<file path="src/rtl/dma_chan_reg_loader_if.sv">
// Bus bundle for dma_chan_reg_loader: CPU byte-write path, transfer-step requests and
// per-channel register outputs. The autoinit vector exists only with DMA_AUTOINIT_EN.
interface dma_chan_reg_loader_if #(
    parameter int unsigned NUM_CH    = 4,
    parameter int unsigned REG_BYTES = 2,
    parameter int unsigned CH_W      = 2
);
    localparam int unsigned REG_W = 8 * REG_BYTES;

    logic                    wr_en;
    logic [CH_W-1:0]         wr_ch;
    logic                    wr_reg;
    logic [7:0]              data_bus;
    logic                    clear_ff;
    logic                    step_en;
    logic [CH_W-1:0]         step_ch;
`ifdef DMA_AUTOINIT_EN
    logic [NUM_CH-1:0]       autoinit;
`endif
    logic [NUM_CH*REG_W-1:0] cur_addr;
    logic [NUM_CH*REG_W-1:0] cur_count;
    logic [NUM_CH*REG_W-1:0] base_addr;
    logic [NUM_CH*REG_W-1:0] base_count;
    logic [NUM_CH-1:0]       tc;
    logic                    load_done;
    logic [1:0]              byte_ptr;

    modport master (
        output wr_en, wr_ch, wr_reg, data_bus, clear_ff, step_en, step_ch,
`ifdef DMA_AUTOINIT_EN
        output autoinit,
`endif
        input  cur_addr, cur_count, base_addr, base_count, tc, load_done, byte_ptr
    );

    modport slave (
        input  wr_en, wr_ch, wr_reg, data_bus, clear_ff, step_en, step_ch,
`ifdef DMA_AUTOINIT_EN
        input  autoinit,
`endif
        output cur_addr, cur_count, base_addr, base_count, tc, load_done, byte_ptr
    );
endinterface

</file>
<file path="src/rtl/dma_chan_reg_loader.sv">
// Multi-channel DMA register loader: clocked MSB-first byte assembly into base/current
// registers, per-channel stepping and terminal count. Optional feature: DMA_AUTOINIT_EN.
module dma_chan_reg_loader #(
    parameter int unsigned NUM_CH    = 4,
    parameter int unsigned REG_BYTES = 2,
    parameter int unsigned CH_W      = 2
) (
    input logic                  clk,
    input logic                  RESET,
    dma_chan_reg_loader_if.slave bus
);
    localparam int unsigned REG_W = 8 * REG_BYTES;

    logic [REG_W-1:0] stage_q, stage_d, stage_next;
    logic [1:0]       ptr_q, ptr_d, eff_ptr;
    logic [CH_W-1:0]  tgt_ch_q, tgt_ch_d;
    logic             tgt_reg_q, tgt_reg_d;
    logic             done_q;
    logic             wr_valid, restart, commit;

    assign stage_next = REG_W'({stage_q, bus.data_bus});
    assign wr_valid   = bus.wr_en && !bus.clear_ff && (32'(bus.wr_ch) < NUM_CH);
    // A byte for a different target while mid-sequence restarts assembly at byte 0.
    assign restart    = (ptr_q != 2'd0) && ((bus.wr_ch != tgt_ch_q) || (bus.wr_reg != tgt_reg_q));
    assign eff_ptr    = restart ? 2'd0 : ptr_q;
    assign commit     = wr_valid && (32'(eff_ptr) == REG_BYTES - 1);

    always_comb begin
        stage_d   = stage_q;
        ptr_d     = ptr_q;
        tgt_ch_d  = tgt_ch_q;
        tgt_reg_d = tgt_reg_q;
        if (bus.clear_ff) begin
            stage_d = '0;
            ptr_d   = 2'd0;
        end else if (wr_valid) begin
            stage_d = stage_next;
            if (eff_ptr == 2'd0) begin
                tgt_ch_d  = bus.wr_ch;
                tgt_reg_d = bus.wr_reg;
            end
            ptr_d = commit ? 2'd0 : eff_ptr + 2'd1;
        end
    end

    always_ff @(posedge clk or posedge RESET) begin
        if (RESET) begin
            stage_q   <= '0;
            ptr_q     <= 2'd0;
            tgt_ch_q  <= '0;
            tgt_reg_q <= 1'b0;
            done_q    <= 1'b0;
        end else begin
            stage_q   <= stage_d;
            ptr_q     <= ptr_d;
            tgt_ch_q  <= tgt_ch_d;
            tgt_reg_q <= tgt_reg_d;
            done_q    <= commit;
        end
    end

    assign bus.load_done = done_q;
    assign bus.byte_ptr  = ptr_q;

    for (genvar c = 0; c < NUM_CH; c++) begin : g_ch
        logic [REG_W-1:0] cur_addr_q, cur_addr_d, cur_count_q, cur_count_d;
        logic [REG_W-1:0] base_addr_q, base_addr_d, base_count_q, base_count_d;
        logic             tc_q, tc_d, hit_commit, hit_step;

        assign hit_commit = commit && (bus.wr_ch == CH_W'(c));
        // A commit to this channel swallows a coincident step.
        assign hit_step   = bus.step_en && (bus.step_ch == CH_W'(c)) && !hit_commit
                            && (cur_count_q != '0);

        always_comb begin
            cur_addr_d   = cur_addr_q;
            cur_count_d  = cur_count_q;
            base_addr_d  = base_addr_q;
            base_count_d = base_count_q;
            tc_d         = tc_q;
`ifdef DMA_AUTOINIT_EN
            if (bus.autoinit[c]) tc_d = 1'b0;
`endif
            if (hit_commit) begin
                if (bus.wr_reg) begin
                    base_count_d = stage_next;
                    cur_count_d  = stage_next;
                    tc_d         = 1'b0;
                end else begin
                    base_addr_d = stage_next;
                    cur_addr_d  = stage_next;
                end
            end else if (hit_step) begin
                cur_addr_d  = cur_addr_q + REG_W'(1);
                cur_count_d = cur_count_q - REG_W'(1);
                if (cur_count_q == REG_W'(1)) begin
                    tc_d = 1'b1;
`ifdef DMA_AUTOINIT_EN
                    if (bus.autoinit[c]) begin
                        cur_addr_d  = base_addr_q;
                        cur_count_d = base_count_q;
                    end
`endif
                end
            end
        end

        always_ff @(posedge clk or posedge RESET) begin
            if (RESET) begin
                cur_addr_q   <= '0;
                cur_count_q  <= '0;
                base_addr_q  <= '0;
                base_count_q <= '0;
                tc_q         <= 1'b0;
            end else begin
                cur_addr_q   <= cur_addr_d;
                cur_count_q  <= cur_count_d;
                base_addr_q  <= base_addr_d;
                base_count_q <= base_count_d;
                tc_q         <= tc_d;
            end
        end

        assign bus.cur_addr[c*REG_W +: REG_W]   = cur_addr_q;
        assign bus.cur_count[c*REG_W +: REG_W]  = cur_count_q;
        assign bus.base_addr[c*REG_W +: REG_W]  = base_addr_q;
        assign bus.base_count[c*REG_W +: REG_W] = base_count_q;
        assign bus.tc[c]                        = tc_q;
    end
endmodule

</file>
<file path="src/flat_wrapper.sv">
// flat-port wrapper written by rule: the top's interface ports become plain ports
module dma_chan_reg_loader_flat 
#(
    parameter int unsigned NUM_CH    = 4,
    parameter int unsigned REG_BYTES = 2,
    parameter int unsigned CH_W      = 2
)
  (clk, RESET, bus_wr_en, bus_wr_ch, bus_wr_reg, bus_data_bus, bus_clear_ff, bus_step_en, bus_step_ch, bus_cur_addr, bus_cur_count, bus_base_addr, bus_base_count, bus_tc, bus_load_done, bus_byte_ptr);
  dma_chan_reg_loader_if #(.NUM_CH(NUM_CH), .REG_BYTES(REG_BYTES), .CH_W(CH_W)) bus_i ();
  input logic clk;
  input logic RESET;
  input wire logic [$bits(bus_i.wr_en)-1:0] bus_wr_en;
  input wire logic [$bits(bus_i.wr_ch)-1:0] bus_wr_ch;
  input wire logic [$bits(bus_i.wr_reg)-1:0] bus_wr_reg;
  input wire logic [$bits(bus_i.data_bus)-1:0] bus_data_bus;
  input wire logic [$bits(bus_i.clear_ff)-1:0] bus_clear_ff;
  input wire logic [$bits(bus_i.step_en)-1:0] bus_step_en;
  input wire logic [$bits(bus_i.step_ch)-1:0] bus_step_ch;
  output wire logic [$bits(bus_i.cur_addr)-1:0] bus_cur_addr;
  output wire logic [$bits(bus_i.cur_count)-1:0] bus_cur_count;
  output wire logic [$bits(bus_i.base_addr)-1:0] bus_base_addr;
  output wire logic [$bits(bus_i.base_count)-1:0] bus_base_count;
  output wire logic [$bits(bus_i.tc)-1:0] bus_tc;
  output wire logic [$bits(bus_i.load_done)-1:0] bus_load_done;
  output wire logic [$bits(bus_i.byte_ptr)-1:0] bus_byte_ptr;
  assign bus_i.wr_en = bus_wr_en;
  assign bus_i.wr_ch = bus_wr_ch;
  assign bus_i.wr_reg = bus_wr_reg;
  assign bus_i.data_bus = bus_data_bus;
  assign bus_i.clear_ff = bus_clear_ff;
  assign bus_i.step_en = bus_step_en;
  assign bus_i.step_ch = bus_step_ch;
  assign bus_cur_addr = bus_i.cur_addr;
  assign bus_cur_count = bus_i.cur_count;
  assign bus_base_addr = bus_i.base_addr;
  assign bus_base_count = bus_i.base_count;
  assign bus_tc = bus_i.tc;
  assign bus_load_done = bus_i.load_done;
  assign bus_byte_ptr = bus_i.byte_ptr;
  dma_chan_reg_loader #(.NUM_CH(NUM_CH), .REG_BYTES(REG_BYTES), .CH_W(CH_W)) u_core (.clk(clk), .RESET(RESET), .bus(bus_i));
endmodule
</file>
<file path="config.mk">
export PLATFORM = sky130hd
export DESIGN_NAME = dma_chan_reg_loader_flat
export DESIGN_NICKNAME = d
export VERILOG_FILES = /design/src/rtl/dma_chan_reg_loader_if.sv /design/src/rtl/dma_chan_reg_loader.sv /design/src/flat_wrapper.sv
export SDC_FILE = /design/constraint.sdc
export NUM_CORES = 1
export LEC_CHECK = 0
export CORE_MARGIN = 2
export CORE_UTILIZATION = 47
export CTS_BUF_LIST = sky130_fd_sc_hd__clkbuf_16
export CTS_CLUSTER_DIAMETER = 100
export DETAILED_ROUTE_END_ITERATION = 6
export GPL_TIMING_DRIVEN = 0
export PLACE_DENSITY_LB_ADDON = 0.1
export SLEW_MARGIN = 10
export SYNTH_ARGS = -nofsm -noshare
export SYNTH_HDL_FRONTEND = slang
export SYNTH_SLANG_ARGS = --single-unit
</file>
<file path="constraint.sdc">
create_clock -name clk -period 9.05 [get_ports clk]
set_input_delay 1.81 -clock clk [delete_from_list [all_inputs] [get_ports clk]]
set_output_delay 1.81 -clock clk [all_outputs]
set_load 0.05 [all_outputs]
</file>
==> summary.txt <==
Status
  – Status: complete, no violations

Yosys
  – Syn_area_per_cell: 8.63 sq um
  – Primary FF master, synth: dfrtp_1
  – Post-synth top cells: nand2_1, dfrtp_1, nor2_1
  – Yosys top cell area share: 50.9%
  – Count of cell types in the netlist: 75
  – Async SR Flop Fraction: 100%
  – Sequential element share of the synthesized area: a little over 50%
  – Post-synth EDFFs: 0
  – Largest cells by area after synthesis: dfrtp_1, nand2_1, nor2_1
  – Yosys warnings: 0
  – Syn Nets: about 1600
  – Synth area leader: dfrtp_1
  – Synth Register Bits: 274
  – Cells after Synth: 1561
  – Synthesized area: 13500 sq um
  – Count leader, synth: nand2_1

Critical path
  – CP Launch Type: input pin
  – Internal reg-to-reg setup slack: 6050 ps
  – CP Data Required Time: 9560 ps
  – Setup crit end kind: flip-flop
  – Crit path arrival time: 4840 ps
  – Crit path kind: input pin to flip-flop
  – CP Max Fanout: 10

Detailed routing
  – Post-DRT Antenna Nets: 0
  – Wirelength, routed: around 50000 um
  – Drt drc: 0
  – Initial DRT Pass Iterations: 5
  – Routed vias/inst: 6.00
  – Via count: 13700
  – Initial DRC Count: 1421
  – Wire length per cell: 22.3 um

Worst hold path
  – Type of the worst min-delay path: flip-flop to flip-flop

Die
  – Io pins: 281
  – Chip width: 173 um
  – Core area: 28000 sq um
  – DIE AREA: 30000 sq um
  – Initial core utilization: 48.1%
  – Die Span Y: 173 um
  – Site Rows: between 60 and 70

Layout
  – Filler cell count: 2425
  – Layout cells sized above 1: 5.41%
  – Synth-to-Final Area Change: 33.6%
  – Final core occ: ~64%
  – Final layout net count: 1910
  – Sequential Area: 6860 sq um
  – Multi-input logic area: between 6000 and 7000 sq um
  – Post-Layout Inst Area: 18000 sq um

Timing
  – RSZ-0062 raised after global routing: no
  – Max Clock Skew: 23.5 ps
  – Worst Slack Setup Final: 4720 ps
  – Final setup TNS: 0 ps
  – Worst-Margin Slew: roughly 1200 ps
  – Max Slew Vio Count: 0
  – Fin. Hold Viols: 0
  – Setup violations, final: 0
  – Tmin final: 4330 ps
  – Final Cycle Share: 47.8%
  – Worst slew margin: 17.7%
  – Max frequency: roughly 0.23 GHz

Placed design
  – Cell Area, Placed: 16900 sq um
  – Worst slack, placed: between 4000 and 5000 ps
  – Hpwl dp: 35800 um
  – Placer congestion estimate: 0.957
  – # port buffers: roughly 280

Global route
  – GRT Total Usage: 33.3%
  – Initial antenna violation count: 1
  – First-pass GRT wire length: 77700 um
  – Grt total ovfl: 0
  – Number of global-route vias before repair: 13000
  – Pin count of the biggest net entering global routing: 39

Power and ir drop
  – Pleak: 8.08 nW
  – Pwr Density: about 260 nW/um^2
  – Worst VDD drop: 0.000263 V
  – Design Power: about 4.7 mW

CTS
  – Num CTS Buffers: 31
  – Max clock buf depth: 3
  – Clock latency at the later pin of the worst-skew pair: 570 ps
  – CTS tree: done
  – Post-CTS Setup Inserts: 0
  – H-tree Lvls: 1
  – Root Buffer: clkbuf_16
  – Post-CTS Resized: 0
  – CTS Hold Bufs: 0
  – Clk sinks: 274
  – Clock slew at reported path FFs: 60 ps

Run
  – Max-cap violations: 0
-- registers in the layout (all words and copies together) (netlist names) --
signal and count:
u_core.stage_q 8, u_core.tgt_ch_q 2, u_core.tgt_reg_q 1, u_core.bus.byte_ptr 2, u_core.g_ch.cur_count_q 64, u_core.g_ch.cur_addr_q 64, u_core.bus.load_done 1, u_core.g_ch.base_addr_q 64
u_core.g_ch.base_count_q 64, u_core.g_ch.tc_q 4
-- power by group --
part           internal [mW]  switching, mW  total (mW)
clock network          0.846          0.533        1.38
registers               1.41          0.294        1.71
logic                  0.540           1.08        1.62
-- layout by cell type, fill, tap and decap left out, types with 12 or more instances in the layout --
cell type and count:
inv_1 24, mux2i_1 14, nor2_1 130, clkdlybuf4s50_1 278, ha_1 12, clkbuf_16 31
or3_1 20, nand4_1 30, nor4_1 27, o211ai_1 26, a211oi_1 12, a21oi_1 70
clkbuf_1 76, o21ai_0 50, a31oi_1 21, dfrtp_1 274, nor3_1 34, nand3_1 73
nand2_1 469
-- per-stage QoR --
stage | cells | hold slack [ps]
detailed placement | 2225 | 454
finish | 2283 | 470
CTS | 2282 | 473
global placement | 2217 | 450
floorplan | 1561 | 450
global route | 2282 | 492
-- worst max-delay path, cell delays in order --
cell	delay (ps)
clkdlybuf4s50_1	580
nor4bb_1	410
nand4_1	240
nor3_1	960
clkbuf_1	520
nand2_1	200
nand2_1	110
-- layer usage --
| layer | vias to the layer above | wire [um] | share of wire, % | track usage (%) |
|---|---|---|---|---|
| met5 | - | 0 | 0 | 0 |
| met4 | 0 | 2340 | 4.6 | 14.1 |
| met3 | 126 | 4830 | 9.5 | 7.21 |
| met2 | 741 | 22600 | 44 | 50.8 |
| met1 | 6709 | 21200 | 42 | 46.1 |
| li1 | 6127 | - | - | - |
-- worst paths after layout --
kind / from / end / cells past startpoint
worst max-delay path: bus_wr_en / u_core.g_ch[3].base_addr_q[11] / 7
worst min-delay path: u_core.g_ch[1].base_count_q[11] / u_core.g_ch[1].base_count_q[11] / 2
worst max register to register: u_core.bus.byte_ptr[0] / u_core.g_ch[2].cur_count_q[6] / 8
worst min register to register: u_core.g_ch[1].base_count_q[11] / u_core.g_ch[1].base_count_q[11] / 2
max in group asynchronous: RESET / u_core.g_ch[0].base_addr_q[1] / 5
min in group asynchronous: RESET / u_core.g_ch[1].cur_addr_q[15] / 2
-- kinds of logic after synthesis --
logic type      share of synthesized area, %
flops                                   50.9
compound gates                          14.3
mux                                     1.29
xor+xnor                               0.947
buf+inv                                 3.41
fa+ha+maj                               1.11
simple gates                            28.1
-- final cells by class --
type                       count  share of cell area [%]
buffer                        93                    2.11
clock buffer                  31                    4.31
antenna                        1                  0.0139
multi-input combinational   1173                    34.2
timing repair buffer         286                    16.4
sequential                   274                    38.1
inverter                      21                   0.459
tap                          378                    2.63
clock inverter                26                    1.79
Note: power is estimated with default switching activity, not from simulation.
==> RTL change 1, RTL diff (same settings) <==
`stage_q` no longer has a reset.
--- a/src/rtl/dma_chan_reg_loader.sv
+++ b/src/rtl/dma_chan_reg_loader.sv
@@ -47,3 +47,2 @@
         if (RESET) begin
-            stage_q   <= '0;
             ptr_q     <= 2'd0;
@@ -53,3 +52,2 @@
         end else begin
-            stage_q   <= stage_d;
             ptr_q     <= ptr_d;
@@ -59,2 +57,6 @@
         end
+    end
+
+    always_ff @(posedge clk) begin
+        stage_q <= stage_d;
     end
Formal check against the unedited RTL: no difference found for any inputs over 4 cycles, from zero or initial values and one cycle with RESET high; that may be too few to reach the edited logic, so the function may still have changed.
==> RTL change 1 against the original RTL <==
  * Cell count is 1.1% higher
  * Largest power group is now combinational logic
  * Setup slack worse by 0.016 ns
  * Power is 2.0% higher
  * Synthesized area is 0.52% higher
  * Synthesized cell count is 1.8% higher
  * Wire length is 2.0% higher
  * First-iteration DRC count is 21% higher
  * Cell area is 0.19% lower
  * Sequential cell count stayed put
  * Register-to-register slack worse by 0.03 ns
  * Global-route usage is 0.80 points higher
  * Combinational power is 9% higher
==> RTL change 1: results (changes against the original RTL) <==
[route]
vias_per_cell = 6.02  ; was 6.00
first_pass_iters = 6  ; was 5
dr.first_iter.drc_count = 1715  ; was 1421
detail_route.wl_per_cell_um = 22.5  ; was 22.3 um

[synth]
synth_fa_ha_area_share_pct = 1.11  ; about the same
ys_types = 80  ; was 75
synth-xor-area-share_pct = 0.388  ; was 0.947%
synth_area_leaders = dfrtp_1 49%, nand2_1 12%, nor2_1 3.8%  ; was dfrtp_1 51%, nand2_1 13%, nor2_1 3.6%
yosys-top-cells-count = 444 x nand2_1, 266 x dfrtp_1, 138 x nor2_1  ; was 469 x nand2_1, 274 x dfrtp_1, 130 x nor2_1
synth_compound_area_share_pct = 14.1  ; was 14.3%
synthArstFlopShare_pct = 97.1  ; was 100%
synth_mux_area_share_pct = 1.86  ; was 1.29%
synth_nets = 1619  ; was 1591

[pwr]
power.density_nw_per_um2 = 267  ; was 262 nW/um^2
p_leak_nw = 8.12  ; was 8.08 nW
vdd_drop_max_uv = 231  ; was 263 uV

[setup_path]
crit_arrival_ns = 4.76  ; was 4.84 ns
critPathSlowestCell = clkdlybuf4s50_1  ; was nor3_1
critical-path-top-delay-family = buffers and inverters  ; was simple AND/OR/NAND/NOR gates
max_stage_delay_ns = 0.57  ; was 0.96 ns

[sta]
slew-limit-headroom_pct = 14.0  ; was 17.7%

[placement]
placed_area_um2 = 16900  ; about the same
gp_congestion = 0.950  ; was 0.957
placement.io_buffers = 274  ; was 278
hpwl_mm = 35.8  ; about the same

[grt]
first_global_vias = 13200  ; was 13000
gr-usage-all-layers_pct = 34.1  ; was 33.3%
grt_pass1_wl_mm = 80.2  ; was 77.7 mm

[finish]
nNetsFinal = 1933  ; was 1910
n_antenna_cell = 0  ; was 1

[clock_network]
numCtsBuffers = 30  ; was 31
root_buffer = clkbuf_16  ; unchanged

[outcome]
status = complete, no violations  ; unchanged

==> RTL change 1: changes by cell type in the layout (fill, tap and decap cells not counted), moves of 8 or more <==
cell,before,now
a211oi_1,12,24
a21oi_1,70,78
a31oi_1,21,13
and3_1,5,16
dfrtp_1,274,266
dfxtp_1,0,8
nand2_1,469,444
nand3_1,73,65
nor2_1,130,138
nor3_1,34,68
o211ai_1,26,15
o22ai_1,9,19
or3_1,20,6
==> RTL change 1: cell families (layout without fill, tap and decap cells) <==
kind of cell / after synthesis / in the layout
AOI/OAI and AO/OA: 286 / 286
xor gates and xnor gates: 6 / 6
adders and majority gates: 12 / 12
buffers and inverters: 132 / 468
DFF: 274 / 274
muxes: 24 / 24
and+or+nand+nor: 855 / 855
==> RTL change 1: routing by layer <==
metal | wire, um | global-route usage [%]
met3 | 4590 | 6.38
met1 | 22000 | 48.4
met4 | 1900 | 11.5
met5 | 13 | 0
met2 | 23400 | 52.8
==> RTL change 1: worst paths after layout <==
check | start | endpoint | slack [ns] | depth (start not counted)
max | bus_wr_ch[0] | u_core.g_ch[3].cur_count_q[8] | 4.71 | 9
min | u_core.g_ch[2].base_addr_q[12] | u_core.g_ch[2].base_addr_q[12] | 0.46 | 2
max reg2reg | u_core.bus.byte_ptr[1] | u_core.g_ch[3].cur_addr_q[12] | 6.02 | 8
min reg2reg | u_core.g_ch[2].base_addr_q[12] | u_core.g_ch[2].base_addr_q[12] | 0.46 | 2
max in group asynchronous | RESET | u_core.g_ch[2].base_count_q[10] | 6.14 | 6
min in group asynchronous | RESET | u_core.g_ch[0].cur_count_q[1] | 1.67 | 2
==> RTL change 1: worst reg2reg max path, cell delays in order (launching register included) <==
cell      delay [ns]
dfrtp_1         0.48
nor4bb_1        0.35
nand4_1         0.20
clkinv_1        0.19
nand3_1         0.35
nor2_1          0.44
clkbuf_1        0.54
a21oi_1         0.08
o221a_2         0.28
==> RTL change 1: per-stage QoR <==
stage               std cells  util, %  setup slack [ns]
finish                   2309     63.0              4.71
global route             2309     63.0              4.51
CTS                      2309     63.0              4.80
detailed placement       2255     59.3              4.23
global placement         2247     58.8              1.61
floorplan                1589        -              3.73
==> RTL change 1: final cells by class <==
cell class | count | area, um^2
Buffer | 105 | 448
Multi-Input combinational cell | 1183 | 6180
Fill cell | 2607 | 10600
Timing Repair Buffer | 282 | 2910
Clock inverter | 23 | 254
Inverter | 27 | 105
Tap cell | 384 | 480
Sequential cell | 274 | 6820
Clock buffer | 31 | 776
==> RTL change 1: where the power goes <==
group	internal (mW)	switching (mW)
Combinational	0.579	1.19
Clock	0.785	0.520
Sequential	1.43	0.303
==> RTL change 2, RTL diff (config.mk and constraints unchanged) <==
Made on the original files. `CH_W` is set to 2 in 3 places; all go to 3.
--- a/src/rtl/dma_chan_reg_loader_if.sv
+++ b/src/rtl/dma_chan_reg_loader_if.sv
@@ -5,3 +5,3 @@
     parameter int unsigned REG_BYTES = 2,
-    parameter int unsigned CH_W      = 2
+    parameter int unsigned CH_W      = 3
 );
--- a/src/rtl/dma_chan_reg_loader.sv
+++ b/src/rtl/dma_chan_reg_loader.sv
@@ -5,3 +5,3 @@
     parameter int unsigned REG_BYTES = 2,
-    parameter int unsigned CH_W      = 2
+    parameter int unsigned CH_W      = 3
 ) (
--- a/src/flat_wrapper.sv
+++ b/src/flat_wrapper.sv
@@ -5,3 +5,3 @@
     parameter int unsigned REG_BYTES = 2,
-    parameter int unsigned CH_W      = 2
+    parameter int unsigned CH_W      = 3
 )
Ports: changed (resized bus_step_ch and bus_wr_ch); port bits go from 281 to 283. The function was not compared with the original's and may differ.
==> RTL change 2 against the original RTL <==
  * The run now ends with DRC left
  * Cell area shrank 0.66%
  * Synthesized area up 0.48%
  * Setup slack worse by 0.62 ns
  * Clock skew shrank 0.0060 ns
  * Non-clock buffer count rose by 9
  * Sequential cell count is 1 higher
  * Register-to-register slack worse by 0.54 ns
  * Via count is 2.1% higher
  * Power decreased by 14%
  * Global-route usage is 0.14 points lower
  * Critical path depth increased by 2
  * Wire length shrank 0.20%
  * Synthesized cell count increased by 2.4%
  * Critical path type unchanged
  * Largest cell class unchanged
==> RTL change 2: results (changes against the original RTL) <==
[finish]
nonClkBufAreaFrac_pct = 18.9  ; was 18.5%
clk_share_pct = 4.81  ; was 6.10%
fillers = 2612  ; was 2425
drive_gt1_share_pct = 4.28  ; was 5.41%
inverters_excl_clock = 28  ; was 21
n_antenna_cell = 1  ; unchanged
final-seq-area_um2 = 6880  ; was 6860 um^2
multi_input_area_share_pct = 34.5  ; was 34.2%
n_all_buffers = 388  ; was 379
nNetsFinal = 1951  ; was 1910
nClkBuffers = 29  ; was 31
num-multi-input-gates = 1197  ; was 1173

[setup_path]
crit_arrival_ns = 5.42  ; was 4.84 ns
critPathSlowestCell = nor2_1  ; was nor3_1
worst-path-max-fanout = 10  ; unchanged
r2r_cells = 8  ; unchanged
max_stage_delay_ns = 0.76  ; was 0.96 ns

[grt]
met3_usage_pct = 7.59  ; was 7.21%
antenna_found_initial = 0  ; was 1
grt_pass1_wl_mm = 78.1  ; was 77.7 mm
gr-usage-all-layers_pct = 33.2  ; was 33.3%
first_global_vias = 13400  ; was 13000
use_met1_pct = 45.7  ; was 46.1%
grt_most_used_layer = met2  ; unchanged
use_met2_pct = 50.6  ; was 50.8%

[route]
dr.first_iter.drc_count = 1550  ; was 1421
routed.top_layer = met4  ; unchanged
vias = 14000  ; was 13700
routed_wl_mm = 50.9  ; was 51.0 mm
route.detailed.drc = 7  ; was 0
first_pass_iters = 7  ; was 5
route.met2.wl_mm = 22.6  ; about the same
met1_length_mm = 20.7  ; was 21.2 mm
met3_length_mm = 5.26  ; was 4.83 mm

[synth]
synth-seq-cells = 275  ; was 274
synth_area_leaders = dfrtp_1 51%, nand2_1 13%, a21oi_1 3.7%  ; was dfrtp_1 51%, nand2_1 13%, nor2_1 3.6%
yosys-top-cells-count = 481 x nand2_1, 275 x dfrtp_1, 102 x nor2_1  ; was 469 x nand2_1, 274 x dfrtp_1, 130 x nor2_1
synth_nets = 1631  ; was 1591
synth_top_area_share_pct = 50.8  ; was 50.9%
yosysSeqAreaShare_pct = 50.8  ; was 50.9%
ys_types = 72  ; was 75

[outcome]
violations = DRC
status = finished with violations  ; was complete, no violations

[pwr]
vdd_drop_max_uv = 182  ; was 263 uV
p_leak_nw = 7.99  ; was 8.08 nW
seqPwrFrac_pct = 39.8  ; was 36.2%
p_clk_share_pct = 27.3  ; was 29.3%
p_int_mw = 2.42  ; was 2.80 mW

[placement]
placement.io_buffers = 281  ; was 278
gp_congestion = 0.956  ; was 0.957
hpwl_mm = 36.0  ; was 35.8 mm

[worst_hold_path]
min_path_type = reg2reg  ; unchanged

[clock_network]
cts_resized = 0  ; unchanged
htree_levels = 1  ; unchanged

[sta]
tightest_slew_ns = 1.27  ; was 1.24 ns
clock_skew_ns = 0.0175  ; was 0.0235 ns
fin_tns_setup_ns = 0  ; unchanged

-- RTL change 2: changes by cell type in the layout (fill, tap and decap cells not counted), sizes merged, moves of 12 or more --
cell	delta
nand2	+12
a21oi	+32
nor2	-28
o21ai	+27
inv	+12
-- RTL change 2: worst min-delay path, cell delays in order (launching register included) --
cell,delay (ns)
dfrtp_1,0.34
nand2_1,0.05
nand2_1,0.05
-- RTL change 2: logic make-up (layout without fill, tap and decap cells) --
group	after synthesis	count (layout)	share of synthesized area, %
and+or+nand+nor	844	844	27.8
AOI/OAI and AO/OA	330	330	15.7
DFF	275	275	50.8
buffers and inverters	127	469	3.73
adders and majority gates	12	12	1.11
muxes	6	6	0.471
xor gates and xnor gates	5	5	0.323
other	0	1	0
-- RTL change 2: metrics by stage --
step / area [um^2] / cells / power, mW / worst slack, ns / hold WS, ns
floorplan: 13500 / 1599 / 2.46 / 3.60 / 0.451
global placement: 16800 / 2264 / 2.93 / 1.45 / 0.451
detailed placement: 17000 / 2272 / 2.96 / 3.70 / 0.455
CTS: 17900 / 2325 / 4.06 / 4.26 / 0.469
global route: 17900 / 2325 / 4.23 / 3.86 / 0.488
finish: 17900 / 2326 / 4.07 / 4.10 / 0.465
-- RTL change 2: path summary, 6_finish.rpt --
kind,to,slack [ns],start
worst min-delay path,u_core.g_ch[0].base_count_q[5],0.47,u_core.g_ch[0].base_count_q[5]
worst max-delay path,u_core.g_ch[3].cur_count_q[5],4.10,bus_wr_ch[2]
worst min register to register,u_core.g_ch[0].base_count_q[5],0.47,u_core.g_ch[0].base_count_q[5]
max in group asynchronous,u_core.g_ch[2].cur_count_q[11],6.24,RESET
min in group asynchronous,u_core.g_ch[0].base_count_q[1],1.76,RESET
worst max register to register,u_core.g_ch[3].cur_count_q[5],5.51,u_core.bus.byte_ptr[0]
